### src/rtl/inst_buffer.sv
// inst_buffer: circular instruction queue between fetch/predecode and decode.
// Accepts up to FETCH_WIDTH instructions per cycle and presents up to
// FETCH_WIDTH instructions per cycle in program order. Flush empties it.
//
// Ports:
//   clk, rst              clock, asynchronous active-low reset
//   in_en                 per-lane valid from fetch (contiguous from lane 0)
//   in_inst/iam/ipf/fsq   per-lane payload from fetch
//   in_ready              group accepted this cycle (registered count only)
//   stall                 backend not consuming
//   flush                 backend redirect / commit walk, highest priority
//   out_en                per-lane valid to decode
//   out_inst/iam/ipf/fsq  head entries, lane i = head+i
//   full_cycles           saturating count of cycles fetch was refused
module inst_buffer #(
  parameter int FETCH_WIDTH = 4,
  parameter int DEPTH       = 16,
  parameter int INST_W      = 32,
  parameter int FSQ_INFO_W  = 8
) (
  input  logic                             clk,
  input  logic                             rst,
  input  logic [FETCH_WIDTH-1:0]           in_en,
  input  logic [FETCH_WIDTH*INST_W-1:0]    in_inst,
  input  logic [FETCH_WIDTH-1:0]           in_iam,
  input  logic [FETCH_WIDTH-1:0]           in_ipf,
  input  logic [FETCH_WIDTH*FSQ_INFO_W-1:0] in_fsq_info,
  output logic                             in_ready,
  input  logic                             stall,
  input  logic                             flush,
  output logic [FETCH_WIDTH-1:0]           out_en,
  output logic [FETCH_WIDTH*INST_W-1:0]    out_inst,
  output logic [FETCH_WIDTH-1:0]           out_iam,
  output logic [FETCH_WIDTH-1:0]           out_ipf,
  output logic [FETCH_WIDTH*FSQ_INFO_W-1:0] out_fsq_info,
  output logic [31:0]                      full_cycles
);

  localparam int PTR_W = $clog2(DEPTH);
  localparam int CNT_W = $clog2(DEPTH + 1);
  localparam logic [CNT_W-1:0] SPACE_MAX = CNT_W'(DEPTH - FETCH_WIDTH);
  localparam logic [CNT_W-1:0] FW_C      = CNT_W'(FETCH_WIDTH);

  logic [PTR_W-1:0] head, tail;
  logic [CNT_W-1:0] count;

  logic [INST_W-1:0]     mem_inst [DEPTH];
  logic                  mem_iam  [DEPTH];
  logic                  mem_ipf  [DEPTH];
  logic [FSQ_INFO_W-1:0] mem_fsq  [DEPTH];

  logic             enq;
  logic             deq;
  logic [CNT_W-1:0] enq_cnt;
  logic [CNT_W-1:0] deq_cnt;

  // Readiness deliberately ignores this cycle's dequeue to keep the
  // fetch-side handshake off the decode/backpressure timing path.
  assign in_ready = ~flush & (count <= SPACE_MAX);
  assign enq      = in_ready & (|in_en);
  assign deq      = ~stall & ~flush;

  always_comb begin
    enq_cnt = '0;
    for (int unsigned i = 0; i < FETCH_WIDTH; i++) begin
      if (in_en[i]) enq_cnt = enq_cnt + CNT_W'(1);
    end
    if (!enq) enq_cnt = '0;
    deq_cnt = '0;
    if (deq) deq_cnt = (count < FW_C) ? count : FW_C;
  end

  always_ff @(posedge clk or negedge rst) begin
    if (!rst) begin
      head  <= '0;
      tail  <= '0;
      count <= '0;
    end else if (flush) begin
      head  <= '0;
      tail  <= '0;
      count <= '0;
    end else begin
      head  <= head + deq_cnt[PTR_W-1:0];
      tail  <= tail + enq_cnt[PTR_W-1:0];
      count <= count + enq_cnt - deq_cnt;
    end
  end

  // Payload storage has no reset; validity comes from count alone.
  always_ff @(posedge clk) begin
    if (enq) begin
      for (int unsigned i = 0; i < FETCH_WIDTH; i++) begin
        if (in_en[i]) begin
          mem_inst[tail + PTR_W'(i)] <= in_inst[i*INST_W +: INST_W];
          mem_iam[tail + PTR_W'(i)]  <= in_iam[i];
          mem_ipf[tail + PTR_W'(i)]  <= in_ipf[i];
          mem_fsq[tail + PTR_W'(i)]  <= in_fsq_info[i*FSQ_INFO_W +: FSQ_INFO_W];
        end
      end
    end
  end

  always_comb begin
    out_en       = '0;
    out_inst     = '0;
    out_iam      = '0;
    out_ipf      = '0;
    out_fsq_info = '0;
    for (int unsigned i = 0; i < FETCH_WIDTH; i++) begin
      out_en[i]                                 = ~flush & (CNT_W'(i) < count);
      out_inst[i*INST_W +: INST_W]              = mem_inst[head + PTR_W'(i)];
      out_iam[i]                                = mem_iam[head + PTR_W'(i)];
      out_ipf[i]                                = mem_ipf[head + PTR_W'(i)];
      out_fsq_info[i*FSQ_INFO_W +: FSQ_INFO_W]  = mem_fsq[head + PTR_W'(i)];
    end
  end

  always_ff @(posedge clk or negedge rst) begin
    if (!rst) begin
      full_cycles <= '0;
    end else if (~in_ready & (|in_en) & ~flush & (full_cycles != '1)) begin
      full_cycles <= full_cycles + 32'd1;
    end
  end

endmodule
### config.mk
export PLATFORM = sky130hd
export DESIGN_NAME = inst_buffer
export DESIGN_NICKNAME = d
export VERILOG_FILES = /design/src/rtl/inst_buffer.sv
export SDC_FILE = /design/constraint.sdc
export NUM_CORES = 2
export LEC_CHECK = 0
export CAP_MARGIN = 0
export CORE_MARGIN = 2
export CORE_UTILIZATION = 34
export DETAILED_ROUTE_END_ITERATION = 8
export PLACE_DENSITY = 0.59
export SLEW_MARGIN = 20
export SYNTH_ARGS = -nofsm -noshare
export SYNTH_HDL_FRONTEND = slang
export SYNTH_SLANG_ARGS = --single-unit
### constraint.sdc
create_clock -name clk -period 13 [get_ports clk]
set_clock_uncertainty 0.1 [all_clocks]
set_input_delay 1.95 -clock clk [delete_from_list [all_inputs] [get_ports clk]]
set_output_delay 1.95 -clock clk [all_outputs]
set_load 0.05 [all_outputs]
# == Word level (Yosys, flattened, before mapping) ==
# Memories as Yosys holds them, arrays and structs flattened.
# Index checks and enable logic that the tools add are counted.
# word_totals
n_memories,4
ramBits,672
in_bits,176
word_cells,65
ff_bits,45
# classes
n_addsub,14
n_reduce_logical,1
eq_ne,1
n_lt_le_gt_ge,6
muxes,22
bitwise,13
# mem_list
memory,depth,width,rd,rd_ports_with_merged_regs,write_ports,line_no,rtl
mem_inst,16,32,4,0,4,47,logic [INST_W-1:0] mem_inst [DEPTH];
mem_fsq,16,8,4,0,4,50,logic [FSQ_INFO_W-1:0] mem_fsq [DEPTH];
mem_iam,16,1,4,0,4,48,logic mem_iam [DEPTH];
mem_ipf,16,1,4,0,4,49,logic mem_ipf [DEPTH];
# op_table
op,count
2-to-1 mux 5 bit,7
adder 32 x 1 -> 32 bit (second input constant),1
!= test 32 bit (second input constant),1
adder 4 x 2 -> 4 bit (second input constant),4
adder 5 x 1 -> 5 bit (second input constant),3
2-to-1 mux 1 bit,13
AND 1 bit,10
< comparator 1 x 5 -> 1 bit (first input constant),2
< comparator 2 x 5 -> 1 bit (first input constant),2
adder 4 x 1 -> 4 bit (second input constant),2
adder 4 bit,2
2-to-1 mux 4 bit,2
adder 5 bit,1
less-or-equal comparator 5 x 4 -> 1 bit (second input constant),1
< comparator 5 x 3 -> 1 bit (second input constant),1
subtractor 5 bit,1
OR reduction 4 bit,1
NOT 1 bit,3

# == Longest topological paths before layout ==
# depth
ltp_word,11
depth_mapped,16

# == Least setup slack after synthesis ==
# No wires, ideal clock.
# synth_timing
path_type,input-to-reg
from,input flush
to,memory mem_fsq[3][0] (enable)
arrival_ps,6317
path_slack_ps,6076
n_path_buf,1
required_time_ps,12393
path_stages,5
cell_sequence,buf_2 -> or4b_4 -> nor4_4 -> nor2_1 -> o32ai_1
# synth_rtl
element,line_no,rtl
start: declaration,30,"input logic flush,"
end: declaration,50,

# == Worst setup path in the final report ==
# layout_timing
from,register head[1]
to,output out_inst[44]
# layout_via
elab_chain_cells,2
# layout_rtl
element,line_no,rtl
start: declaration,44,"logic [PTR_W-1:0] head, tail;"
start signal: assignment,83,head <= head + deq_cnt[PTR_W-1:0];
adder 4 x 1 -> 4 bit,111,out_inst[i*INST_W +: INST_W] = mem_inst[head + PTR_W'(i)];
memory (16 x 32 bit),--,
end: declaration,32,"output logic [FETCH_WIDTH*INST_W-1:0] out_inst,"
# Every way passes these cells.

==> results.ini <==
[run_status]
status = completed

[setup_path]
crit_slowest_cell = buf_4
path_cells = inv_1 > ha_4 > buf_4 > buf_4 > mux4_2 > mux4_2 > clkdlybuf4s50_1
cp.required_ns = 10.95
end_kind = output pin
crit_fanout = 78
cp_data_arrival_time_ns = 6.47
start_kind = register
critical_path_class = register to output pin
max_stage_delay_ns = 0.92

[clock_network]
h-tree-depth = 3
clock_path_buffers = 3
cts_buffers = 87
insertion_delay_ns = 0.74
clk_pin_slew_ns = 0.06
ctsRootBufferMaster = clkbuf_16
ctsHoldBuffers = 0
cts_tree = yes
clock-sinks = 717
cts_setup_buffers = 0
ctsResizeCount = 0

[placement]
place_ws_ns = 4.73
routabilityCongestion = 0.955
port_buffers = 380
dp_hpwl_um = 176000

[routing]
drtPass1Iterations = 7
antenna_left = 0
vias = 58260
drtIter0Drc = 12066
dr.max_layer_used = met5
drc = 0
wl_um = 317000
dr_wl_met3_um = 54700
met2_length_um = 131000
drt-met1-wl_um = 102000
wl_per_cell_um = 42.0
vias_per_cell = 7.71

[global_routing]
grt_pass1_wl_um = 436000
grt_max_degree = 147
grt_antenna_before_repair = 68
grt_pass1_vias = 55521
grtUsageTotal = 0.332
overflow = 0

[floorplanning]
dieHeight_um = 429
coreArea_um2 = 180000
row_count = 156
initial_core_util = 0.341
die_w_um = 429
io_pins = 381
dieArea_um2 = 184000

[pwr]
powerDensity_nw_per_um2 = 140
ir_drop_mv = 0.116
total_leakage_power_nw = 21.5

[logic_synthesis]
yosys_warnings = 0
synth_edf_count = 672
avgSynthCellArea_um2 = 11.6
yosys_most_used_dff = edfxtp_1
synth_seq_cells = 717
synth_area_um2 = 61500
synthTopCellsByArea = edfxtp_1 (33%), mux4_2 (31%), o22ai_1 (5.6%)
synth_fp_nets = 5499
synth.distinct_cells = 80
synth_area_leader_cell = edfxtp_1
syn-instance-count = 5294
async_flop_share = 0.0628
synth-seq-area-share = 0.346
ys_top_cells_by_count = mux4_2 (840), edfxtp_1 (672), o22ai_1 (546)
yosysTopAreaCellShare = 0.328
synth.most_common_cell = mux4_2

[cells_and_area]
n_fill_cell = 17033
nets = 5276
fin_util = 0.386
syn2layout_area_growth_pct = 13.1
drive_above_1_share = 0.237

[timing]
setup-tns-final_ns = 0
rsz0062_at_grt = false
fmax_mhz = 117
tightest_slew_ns = 1.37
setup_viol = 0
final-hold-violation-count = 0
fin_crit_sh = 0.656
fin_ws_ns = 4.48
slew_headroom = 0.0862
finalCriticalPeriod_ns = 8.52
slew_viol_final = 0

[hold_path]
hold_path_class = register to register

[flow_run]
maxCapViolCount = 0

==> power by group <==
part	total (mW)	switching (mW)	internal (mW)	leakage [nW]
logic	4.07	2.63	1.44	13.4
registers	3.01	0.224	2.78	6.66
clock network	2.64	1.15	1.49	1.44
total	9.72	4.00	5.71	21.5
==> final cells by class <==
cell class / instances / area [um^2] / share of cell area
multi-input combinational: 3730 / 37300 / 0.536
sequential: 717 / 21300 / 0.306
timing repair buffer: 506 / 4820 / 0.0693
tap: 2370 / 2970 / 0.0426
clock buffer: 108 / 2340 / 0.0336
clock inverter: 51 / 633 / 0.00910
inverter: 29 / 109 / 0.00156
antenna: 41 / 103 / 0.00147
==> state kept, by name, indices dropped and copies added, names as in the netlist <==
register / count
count: 5
full_cycles: 32
head: 4
mem_fsq: 128
mem_iam: 16
mem_inst: 512
mem_ipf: 16
tail: 4
==> critical path: cells and delay by family (launching register included) <==
kind | cells | cell delay [ns]
multiplexers | 2 | 1.01
flip-flops | 1 | 0.88
adder cells (fa/ha/maj) | 1 | 0.90
buffers and inverters | 4 | 2.83
==> final timing paths <==
path                            cells after the start               to  slack [ns]       startpoint
worst min-delay path                                1  full_cycles[12]        0.39  full_cycles[12]
max in group asynchronous                           1          head[1]       11.12              rst
worst max-delay path                                7     out_inst[44]        4.48          head[1]
worst min register to register                      1  full_cycles[12]        0.39  full_cycles[12]
worst max register to register                      8    mem_fsq[8][3]        7.27          tail[2]
min in group asynchronous                           1  full_cycles[16]        1.16              rst
==> logic make-up (layout without fill, tap and decap cells) <==
kind of cell | Yosys count | after routing | synth area share
flip-flops | 717 | 717 | 0.346
adder cells (fa/ha/maj) | 29 | 29 | 0.00663
AND/OR/NAND/NOR | 1035 | 1035 | 0.0759
buffers and inverters | 847 | 694 | 0.0574
XOR/XNOR | 51 | 51 | 0.00726
other | 2 | 43 | 0.000122
multiplexers | 1142 | 1142 | 0.357
AO/OA/AOI/OAI | 1471 | 1471 | 0.150
==> through the flow <==
stage | instance area, um^2 | cells | power, mW | hold slack, ns
finish | 69600 | 7552 | 9.72 | 0.389
global route | 69600 | 7550 | 9.85 | 0.420
CTS | 69400 | 7509 | 9.57 | 0.396
detailed placement | 66400 | 7350 | 6.98 | 0.383
global placement | 66400 | 7350 | 6.93 | 0.377
floorplan | 61500 | 5294 | 5.52 | 0.503
==> per-layer routing <==
metal / track usage / vias to the layer above
li1: - / 21255
met1: 0.399 / 28479
met2: 0.465 / 6741
met3: 0.144 / 1743
met4: 0.257 / 42
met5: 0.00338 / -
==> layout by cell type, fill, tap and decap left out, types with 16 or more instances in the layout <==
cell and instances:
a21boi_0 42, a21oi_1 441, a221oi_1 41, a22oi_1 120
a31oi_1 91, and3_1 49, buf_4 120, clkbuf_16 89
clkdlybuf4s50_1 379, dfrtp_1 40, diode_2 41, edfxtp_1 672
ha_1 21, inv_1 28, mux2i_1 298, mux4_2 840
nand2_1 328, nand3_1 18, nand4_1 20, nor2_1 315
nor3_1 183, o21ai_0 45, o22ai_1 546, o31ai_1 45
o32ai_1 42, xnor2_1 16, xor2_1 30
Note: power is estimated with default switching activity, not from simulation.
